## config.mk

```make
export PLATFORM = sky130hd
export DESIGN_NAME = alu_share_arbiter
export DESIGN_NICKNAME = d
export VERILOG_FILES = /design/src/rtl/alu_share_arbiter.sv
export SDC_FILE = /design/constraint.sdc
export NUM_CORES = 1
export LEC_CHECK = 0
export ABC_AREA = 1
export CORE_AREA = 2 2 121 123
export CTS_CLUSTER_DIAMETER = 60
export DETAILED_ROUTE_END_ITERATION = 16
export DIE_AREA = 0 0 123 125
export PLACE_DENSITY = 0.86
export SLEW_MARGIN = 20
export SYNTH_ARGS = -nofsm -noshare
export SYNTH_HDL_FRONTEND = slang
export SYNTH_SLANG_ARGS = --single-unit
export TNS_END_PERCENT = 20
```

## constraint.sdc

```tcl
create_clock -name clk -period 9.82 [get_ports clk]
set_input_delay 1.473 -clock clk [delete_from_list [all_inputs] [get_ports clk]]
set_output_delay 1.473 -clock clk [all_outputs]
set_load 0.1 [all_outputs]
```

## src/rtl/alu_share_arbiter.sv

```systemverilog
// alu_share_arbiter: round-robin sequencer that time-shares one combinational
// RV32 ALU between two requesters through valid/ready handshakes.
//
// Ports
//   clk, rst                 clock, asynchronous active-high reset
//   r{0,1}_valid/_ready      request handshake (ready is combinational)
//   r{0,1}_opA/_opB/_sel     request operands and ALU select code
//   r{0,1}_rsp_valid/_ready  response handshake with backpressure
//   r{0,1}_rsp_data/_rsp_err response payload (data 0 and err 1 on illegal sel)
//   alu_opA/_opB/_sel        registered operands driven into the shared ALU
//   alu_out                  ALU result, combinational from alu_* outputs
module alu_share_arbiter #(
  parameter int unsigned     XLEN    = 32,
  parameter int unsigned     SELW    = 4,
  parameter logic [SELW-1:0] MAX_SEL = SELW'(4'b1001)
) (
  input  logic            clk,
  input  logic            rst,
  input  logic            r0_valid,
  output logic            r0_ready,
  input  logic [XLEN-1:0] r0_opA,
  input  logic [XLEN-1:0] r0_opB,
  input  logic [SELW-1:0] r0_sel,
  output logic            r0_rsp_valid,
  input  logic            r0_rsp_ready,
  output logic [XLEN-1:0] r0_rsp_data,
  output logic            r0_rsp_err,
  input  logic            r1_valid,
  output logic            r1_ready,
  input  logic [XLEN-1:0] r1_opA,
  input  logic [XLEN-1:0] r1_opB,
  input  logic [SELW-1:0] r1_sel,
  output logic            r1_rsp_valid,
  input  logic            r1_rsp_ready,
  output logic [XLEN-1:0] r1_rsp_data,
  output logic            r1_rsp_err,
  output logic [XLEN-1:0] alu_opA,
  output logic [XLEN-1:0] alu_opB,
  output logic [SELW-1:0] alu_sel,
  input  logic [XLEN-1:0] alu_out
);

  typedef enum logic [1:0] {
    S_IDLE = 2'd0,
    S_EXEC = 2'd1,
    S_RESP = 2'd2
  } state_t;

  state_t          r_state;
  state_t          w_next_state;
  logic            r_last_grant;
  logic            r_owner;
  logic            r_err;
  logic [XLEN-1:0] r_opA;
  logic [XLEN-1:0] r_opB;
  logic [SELW-1:0] r_sel;
  logic [XLEN-1:0] r_result;

  logic            w_grant;
  logic            w_accept;
  logic            w_illegal;
  logic            w_rsp_ready;
  logic            w_in_resp;
  logic [XLEN-1:0] w_opA;
  logic [XLEN-1:0] w_opB;
  logic [SELW-1:0] w_sel;

  // Grant selection: a lone requester wins; on a tie the one not served last wins.
  always_comb begin
    w_grant = 1'b0;
    if (r0_valid && r1_valid) begin
      w_grant = ~r_last_grant;
    end else if (r1_valid) begin
      w_grant = 1'b1;
    end
    w_accept    = (r_state == S_IDLE) && (r0_valid || r1_valid);
    w_opA       = w_grant ? r1_opA : r0_opA;
    w_opB       = w_grant ? r1_opB : r0_opB;
    w_sel       = w_grant ? r1_sel : r0_sel;
    w_illegal   = (w_sel > MAX_SEL);
    w_rsp_ready = r_owner ? r1_rsp_ready : r0_rsp_ready;
    w_in_resp   = (r_state == S_RESP);
  end

  // State register.
  always_ff @(posedge clk or posedge rst) begin
    if (rst) begin
      r_state <= S_IDLE;
    end else begin
      r_state <= w_next_state;
    end
  end

  // Next-state logic; illegal selects skip the ALU and go straight to RESP.
  always_comb begin
    w_next_state = r_state;
    case (r_state)
      S_IDLE: begin
        if (w_accept) begin
          w_next_state = w_illegal ? S_RESP : S_EXEC;
        end
      end
      S_EXEC: w_next_state = S_RESP;
      S_RESP: begin
        if (w_rsp_ready) begin
          w_next_state = S_IDLE;
        end
      end
      default: w_next_state = S_IDLE;
    endcase
  end

  // Operand, ownership and result registers; ALU operands are left untouched on illegal ops.
  always_ff @(posedge clk or posedge rst) begin
    if (rst) begin
      r_last_grant <= 1'b1;
      r_owner      <= 1'b0;
      r_err        <= 1'b0;
      r_opA        <= '0;
      r_opB        <= '0;
      r_sel        <= '0;
      r_result     <= '0;
    end else begin
      if (w_accept) begin
        r_owner      <= w_grant;
        r_last_grant <= w_grant;
        if (w_illegal) begin
          r_result <= '0;
          r_err    <= 1'b1;
        end else begin
          r_opA <= w_opA;
          r_opB <= w_opB;
          r_sel <= w_sel;
          r_err <= 1'b0;
        end
      end
      if (r_state == S_EXEC) begin
        r_result <= alu_out;
        r_err    <= 1'b0;
      end
    end
  end

  assign r0_ready     = w_accept && !w_grant;
  assign r1_ready     = w_accept && w_grant;
  assign r0_rsp_valid = w_in_resp && !r_owner;
  assign r1_rsp_valid = w_in_resp && r_owner;
  // Data holds its last value outside RESP; err is qualified by the response valid.
  assign r0_rsp_data  = r_result;
  assign r1_rsp_data  = r_result;
  assign r0_rsp_err   = r_err && r0_rsp_valid;
  assign r1_rsp_err   = r_err && r1_rsp_valid;
  assign alu_opA      = r_opA;
  assign alu_opB      = r_opB;
  assign alu_sel      = r_sel;

endmodule

```

# Word level (Yosys, flattened, before mapping)
# Cells that the tools add are included.
# classes
n_mux,16
reduce_logical,17
n_eq_ne,4
magnitude_cmp,1
n_bitwise,2
# ops
operator,n
two-way mux 32 bit,5
logical AND 1 bit,8
two-way mux 1 bit,6
two-way mux 2 bit,3
case mux 2 bit (3 select lines),1
AND reduction 2 bit,3
greater-than comparator 4 bit (second input constant),1
two-way mux 4 bit,1
!= test 2 bit (second input constant),2
nonzero test 2 bit,2
equality test 2 x 1 -> 1 bit (second input constant),1
equality test 2 bit (second input constant),1
logical NOT 1 bit,2
logical NOT 2 bit,1
inverter 1 bit,2
logical OR 1 bit,1
# totals
ff_bits,105
wordCells,48

# Depth between registers and ports, before layout
# Gate-level depths: netlist of the first run.
# logic_depth
word_depth,7
ltp_mapped,11
ltp_nobuf,9

# Worst setup path after synthesis of the first run
# OpenSTA, ideal clock, no wires.
# synth_path
path_kind,register to output
from,register r_state[0]
to,output r0_rsp_err
arrival_time_ps,3228
setup_slack_ps,5119
stages_incl_launch_ff,6
t_required_ps,8347
path_cell_list,dfrtp_1 inv_1 nand2_1 nor2_1 inv_1 nor2_1
# synth_via
elab_chain_len,3
# synth_lines
item,line_no,text
start: declaration,49,state_t r_state;
start signal: assignment,90,r_state <= w_next_state;
equality test 2 bit,82,w_in_resp = (r_state == S_RESP);
logical AND 1 bit,146,assign r0_rsp_valid = w_in_resp && !r_owner;
net r0_rsp_valid,24,"output logic r0_rsp_valid,"
logical AND 1 bit,151,assign r0_rsp_err = r_err && r0_rsp_valid;
end: declaration,27,"output logic r0_rsp_err,"
# The timed path passes the listed nets, and every way through them passes these cells.

# Worst setup path in the final report of the first run
# layout_path
from,input r1_valid
to,output r0_ready
# layout_via
elab_chain_len,4
elab_cells_between_ends,7
# layout_lines
item,line_no,text
start: declaration,28,"input logic r1_valid,"
two-way mux 1 bit or logical AND 1 bit (tied branches),"73, 71",
two-way mux 1 bit,71,if (r0_valid && r1_valid) begin
logical NOT 1 bit,144,assign r0_ready = w_accept && !w_grant;
logical AND 1 bit (*),144,
end: declaration,20,"output logic r0_ready,"
# Every way passes the cells marked *; elsewhere a longest branch is shown, timed or not.

==> flow_metrics.tcl, run 1 <==
set metrics [dict create \
    fp.dieW_microns 123 \
    start_util_pct 37.4 \
    grt_pass1_wl_mm 25.8 \
    holdPathStages 2 \
    dieArea_sq_um 15400 \
    cp.required_ps 8350 \
    tightest_slew_ps 1050 \
    antenna_found_initial 0 \
    cts_resized 0 \
    hold_end "alu_opB[24]" \
    synth.area.top_cells "dfrtp_1, nand2_1, nand3_1, buf_4, buf_2" \
    netlist_top_cells_count "nand2_1, dfrtp_1, nand3_1" \
    cp_max_fo 73 \
    slew_viol_final 0 \
    vias 5427 \
    final_core_util_pct 60.2 \
    min_period_ps 5700 \
    wl_mm 16.6 \
    syn_nets 898 \
    cpMaxStageDelayCell "clkdlybuf4s50_1" \
    htree_num_levels 3 \
    design.core.area_sq_um 14200 \
    root_buffer "clkbuf_16" \
    io_buffers 311 \
    rsz0062_at_grt "no" \
    grt_pass1_vias 5134 \
    grt_max_degree 74 \
    routedWlPerCell_microns 14.2 \
    drive_gt1_share_pct 3.47 \
    fin_tns_setup_ps 0 \
    reg2reg_to "alu_opB[30]" \
    gp_congestion 0.833 \
    regToRegSetupSlack_ps 6400 \
    clk_transition_reported_paths_ps 70 \
    critPathCaptureType "primary output" \
    cts_tree "done" \
    ys_seq_area_share_pct 49.5 \
    hp-class "reg2reg" \
    worst_hold_startpoint "alu_opB[24]" \
    crit_chain "clkdlybuf4s50_1 > nor2_1 > nor2_4 > buf_4 > inv_1 > nor2_1 > clkdlybuf4s50_1" \
    start_kind "primary input" \
    syn_inst 724 \
    chipHeight_microns 125 \
    syn_area_sq_um 5310 \
    io_pins 312 \
    fp-row-count 44 \
    reg2reg_depth 12 \
    post_cts_buffers 0 \
    cts_hold_buf 0 \
    antenna_cells 0 \
    hold_viol 0 \
    clk_latency_ps 350 \
    timing.final.crit_share_pct 58.0 \
    cts.sinks 105 \
    dr.pass1.iters 4 \
    ys_async_sr_fraction_pct 100 \
    slowest_delay_ps 1130 \
    r2r-start "r_last_grant" \
    nFillCells 1243 \
    ys.flop_type "dfrtp_1" \
    drv_cap 0 \
    synth_top_area_share_pct 49.0 \
    overflow 0 \
    fmax_mhz 175 \
    synth.distinct_cells 21 \
    maxSlewHeadroom_pct 29.7 \
    dp_hpwl_mm 11.8 \
    routed_via_density 4.66 \
    fin_nets 1150 \
    finalSetupViolCount 0 \
    synth_edf_count 0 \
    numCtsBuffers 9 \
    yosys_warnings 0 \
    worstSetupPathType "in2out" \
    synth_top_area_cell "dfrtp_1" \
    drt_iter0_markers 225 \
    fin_skew_ps 9.66 \
    cts_max_path_buffers 2 \
    arrival_ps 4230 \
    synth_area_per_cell_sq_um 7.33 \
    drc 0 \
    status "complete, no violations" \
    ys_seq_elements 105 \
    syn_to_final_growth_pct 61.1 \
    grt.total_usage_pct 21.4 \
    drtAntennaViolNets 0 \
    yosysMostFrequentCell "nand2_1" \
]
routing by layer:
metal  global-route usage, %  up-vias  wire (microns)
met5                       0        -               0
met1                    24.6     2448            6300
li1                        -     2719               -
met2                    37.5      234            8290
met3                    6.30       26            1600
met4                    7.42        0             371
worst max-delay path by stage:
stage	to	slack (ps)	depth (start not counted)	start
after floorplan	r0_rsp_err	5120	5	r_state[0]
final	r0_ready	4120	7	r1_valid
after global routing	r0_ready	4020	7	r1_valid
after CTS	r0_ready	4110	7	r1_valid
after global placement	r0_ready	4130	7	r1_valid
after detailed placement	r0_ready	4110	7	r1_valid
layout make-up:
type	count	area, sq um	share of cell area [%]
Multi-Input combinational cell	528	2160	25.3
Clock buffer	11	253	2.95
Inverter	15	58.8	0.688
Clock inverter	5	61.3	0.717
Tap cell	184	230	2.69
Timing Repair Buffer	317	3160	36.9
Sequential cell	105	2630	30.7
per-stage QoR:
| stage | instance area (sq um) | instances | setup slack (ps) | hold slack [ps] |
|---|---|---|---|---|
| finish | 8550 | 1165 | 4120 | 468 |
| global route | 8550 | 1165 | 4020 | 491 |
| CTS | 8550 | 1165 | 4110 | 474 |
| global placement | 8240 | 1149 | 4130 | 453 |
| floorplan | 5310 | 724 | 5120 | 442 |
| detailed placement | 8240 | 1149 | 4110 | 457 |
state kept, by name, indices dropped and copies added, names as in the netlist:
signal        count
alu_opA          32
alu_opB          32
r0_rsp_data      32
alu_sel           4
r_state           2
r_err             1
r_last_grant      1
r_owner           1
logic make-up after synthesis:
| kind of cell | Yosys count | synth area share [%] |
|---|---|---|
| and+or+nand+nor | 525 | 40.4 |
| buffers and inverters | 91 | 9.80 |
| DFF | 105 | 49.5 |
| AOI/OAI and AO/OA | 3 | 0.330 |
critical path: cells and delay by family:
kind / cells / cell delay, ps
buffers and inverters: 4 / 2410
AND/OR/NAND/NOR: 3 / 320
layout by cell type, fill, tap and decap left out:
cell type,synthesis,layout
clkbuf_8,0,2
inv_2,1,1
nor2_1,11,10
nand3_2,1,1
o31ai_1,1,1
clkinv_4,0,1
dfstp_2,1,1
dfrtp_1,104,104
inv_4,0,1
nand2_1,402,402
clkbuf_16,0,9
nor2_4,1,1
bufinv_16,0,1
o21ai_0,2,2
inv_6,0,2
or2_2,1,1
nand3_1,100,100
nand3b_1,3,3
nor2_2,0,1
clkinv_2,0,1
nand2_2,4,4
or2_1,1,1
buf_4,35,6
clkdlybuf4s50_1,0,311
nand2_4,1,1
inv_1,14,13
Power of run 1 is not shown: default switching activity piles up to over one toggle a cycle in this logic, so the estimate is an artifact.
==> inputs of run 2 (changes only) <==
CORE_AREA = default   (was 2 2 121 123)
CORE_MARGIN = 2   (was default)
CORE_UTILIZATION = 35   (was default)
DIE_AREA = default   (was 0 0 123 125)
PLACE_DENSITY = 0.84   (was 0.86)
clock period = 4.7 ns   (was 9.82 ns; I/O delays follow)
==> run 2 against run 1 <==
Critical path depth is 1 lower. Critical path type unchanged. Highest routed layer unchanged. Global-route usage is 0.77 points lower. Utilization is 3.0 points lower. Register-to-register slack worse by 4400 ps. Sequential cell count stayed put. Cell area is 0.61% higher. Via count is 2.4% higher. Worst setup slack worse by 2600 ps.
==> flow_metrics.tcl, run 2 (synthesized netlist as in run 1, its figures left out) <==
set metrics [dict create \
    fmax_mhz 314 \
    cts_max_path_buffers 2 \
    nFillCells 1382 \
    crit_chain "clkdlybuf4s50_1 > nand2_1 > nand2_2 > inv_2 > nor2_1 > buf_12" \
    drtAntennaViolNets 0 \
    start_util_pct 35.3 \
    path_delay_family "buffers and inverters" \
    slew_viol_final 0 \
    drive_gt1_share_pct 3.67 \
    critPathCaptureType "primary output" \
    clk_latency_ps 340 \
    fin_tns_setup_ps 0 \
    grt_pass1_vias 5039 \
    chipHeight_microns 127 \
    routed_via_density 4.75 \
    cts_tree "done" \
    design.core.area_sq_um 15000 \
    fp.dieW_microns 127 \
    grt_max_degree 89 \
    vias 5558 \
    dp_hpwl_mm 12.4 \
    cp_max_fo 31 \
    worstSetupPathType "in2out" \
    status "complete, no violations" \
    timing.final.crit_share_pct 67.8 \
    crit_buf_inv 3 \
    antenna_cells 0 \
    cpMaxStageDelayCell "clkdlybuf4s50_1" \
    final_common_cell "nand2_1" \
    routedWlPerCell_microns 14.4 \
    antenna_found_initial 0 \
    tightest_slew_ps 1030 \
    hp-class "reg2reg" \
    htree_num_levels 3 \
    cts.sinks 105 \
    overflow 0 \
    min_period_ps 3190 \
    slowest_delay_ps 470 \
    drc 0 \
    clk_transition_reported_paths_ps 70 \
    post_cts_buffers 0 \
    cts_resized 0 \
    arrival_ps 2480 \
    hold_viol 0 \
    syn_to_final_growth_pct 62.1 \
    drv_cap 0 \
    drt_iter0_markers 272 \
    fin_nets 1151 \
    io_pins 312 \
    dieArea_sq_um 16200 \
    wl_mm 16.9 \
    root_buffer "clkbuf_16" \
    io_buffers 311 \
    grt_pass1_wl_mm 26.2 \
    numCtsBuffers 9 \
    cts_hold_buf 0 \
    fin_skew_ps 6.56 \
    register_area_sq_um 2630 \
    fp-row-count 45 \
    start_kind "primary input" \
    layout.cells.most_common_list "nand2_1, clkdlybuf4s50_1, dfrtp_1, nand3_1, inv_1" \
    finalSetupViolCount 0 \
    dr.pass1.iters 5 \
    gp_congestion 0.832 \
    grt.total_usage_pct 20.6 \
    cp.required_ps 3990 \
    multi_input_area_sq_um 2160 \
    rsz0062_at_grt "no" \
    maxSlewHeadroom_pct 31.1 \
]
[run 2: area by class of cell]
cell class / instances / share of cell area [%]
Multi-Input combinational cell: 528 / 25.1
Inverter: 15 / 0.712
Sequential cell: 105 / 30.5
Clock buffer: 12 / 2.98
Clock inverter: 4 / 0.872
Timing Repair Buffer: 318 / 37.0
Tap cell: 188 / 2.73
[run 2: per-layer routing]
layer	track usage, %	up-vias	wire (microns)
li1	-	2720	-
met1	23.7	2562	6640
met2	36.9	247	8550
met3	5.19	29	1240
met4	7.95	0	431
met5	0	-	0
[run 2: metrics by stage]
step	worst slack [ps]	util, %	instances	hold WS [ps]	area, sq um
floorplan	767	-	724	442	5310
global placement	1420	55.0	1154	454	8270
detailed placement	1310	55.0	1154	457	8270
CTS	1470	57.2	1170	474	8600
global route	1340	57.2	1170	491	8610
finish	1510	57.2	1170	471	8610
[run 2: worst paths after layout]
kind,startpoint,endpoint,slack [ps],cells past startpoint
hold / removal,alu_opA[8],alu_opA[8],470,2
max in group asynchronous,rst,alu_opA[27],3020,3
min in group asynchronous,rst,r0_rsp_data[29],900,2
setup / recovery,r0_valid,r0_ready,1510,6
setup reg to reg,r_last_grant,alu_opB[31],2030,10
hold reg to reg,alu_opA[8],alu_opA[8],470,2
[run 2: tightest hold or removal path, cell delays in order, from the launching register on]
cell     delay [ps]
dfrtp_1         340
nand2_1          50
nand2_1          50
Power of run 2 is left out for the same reason.
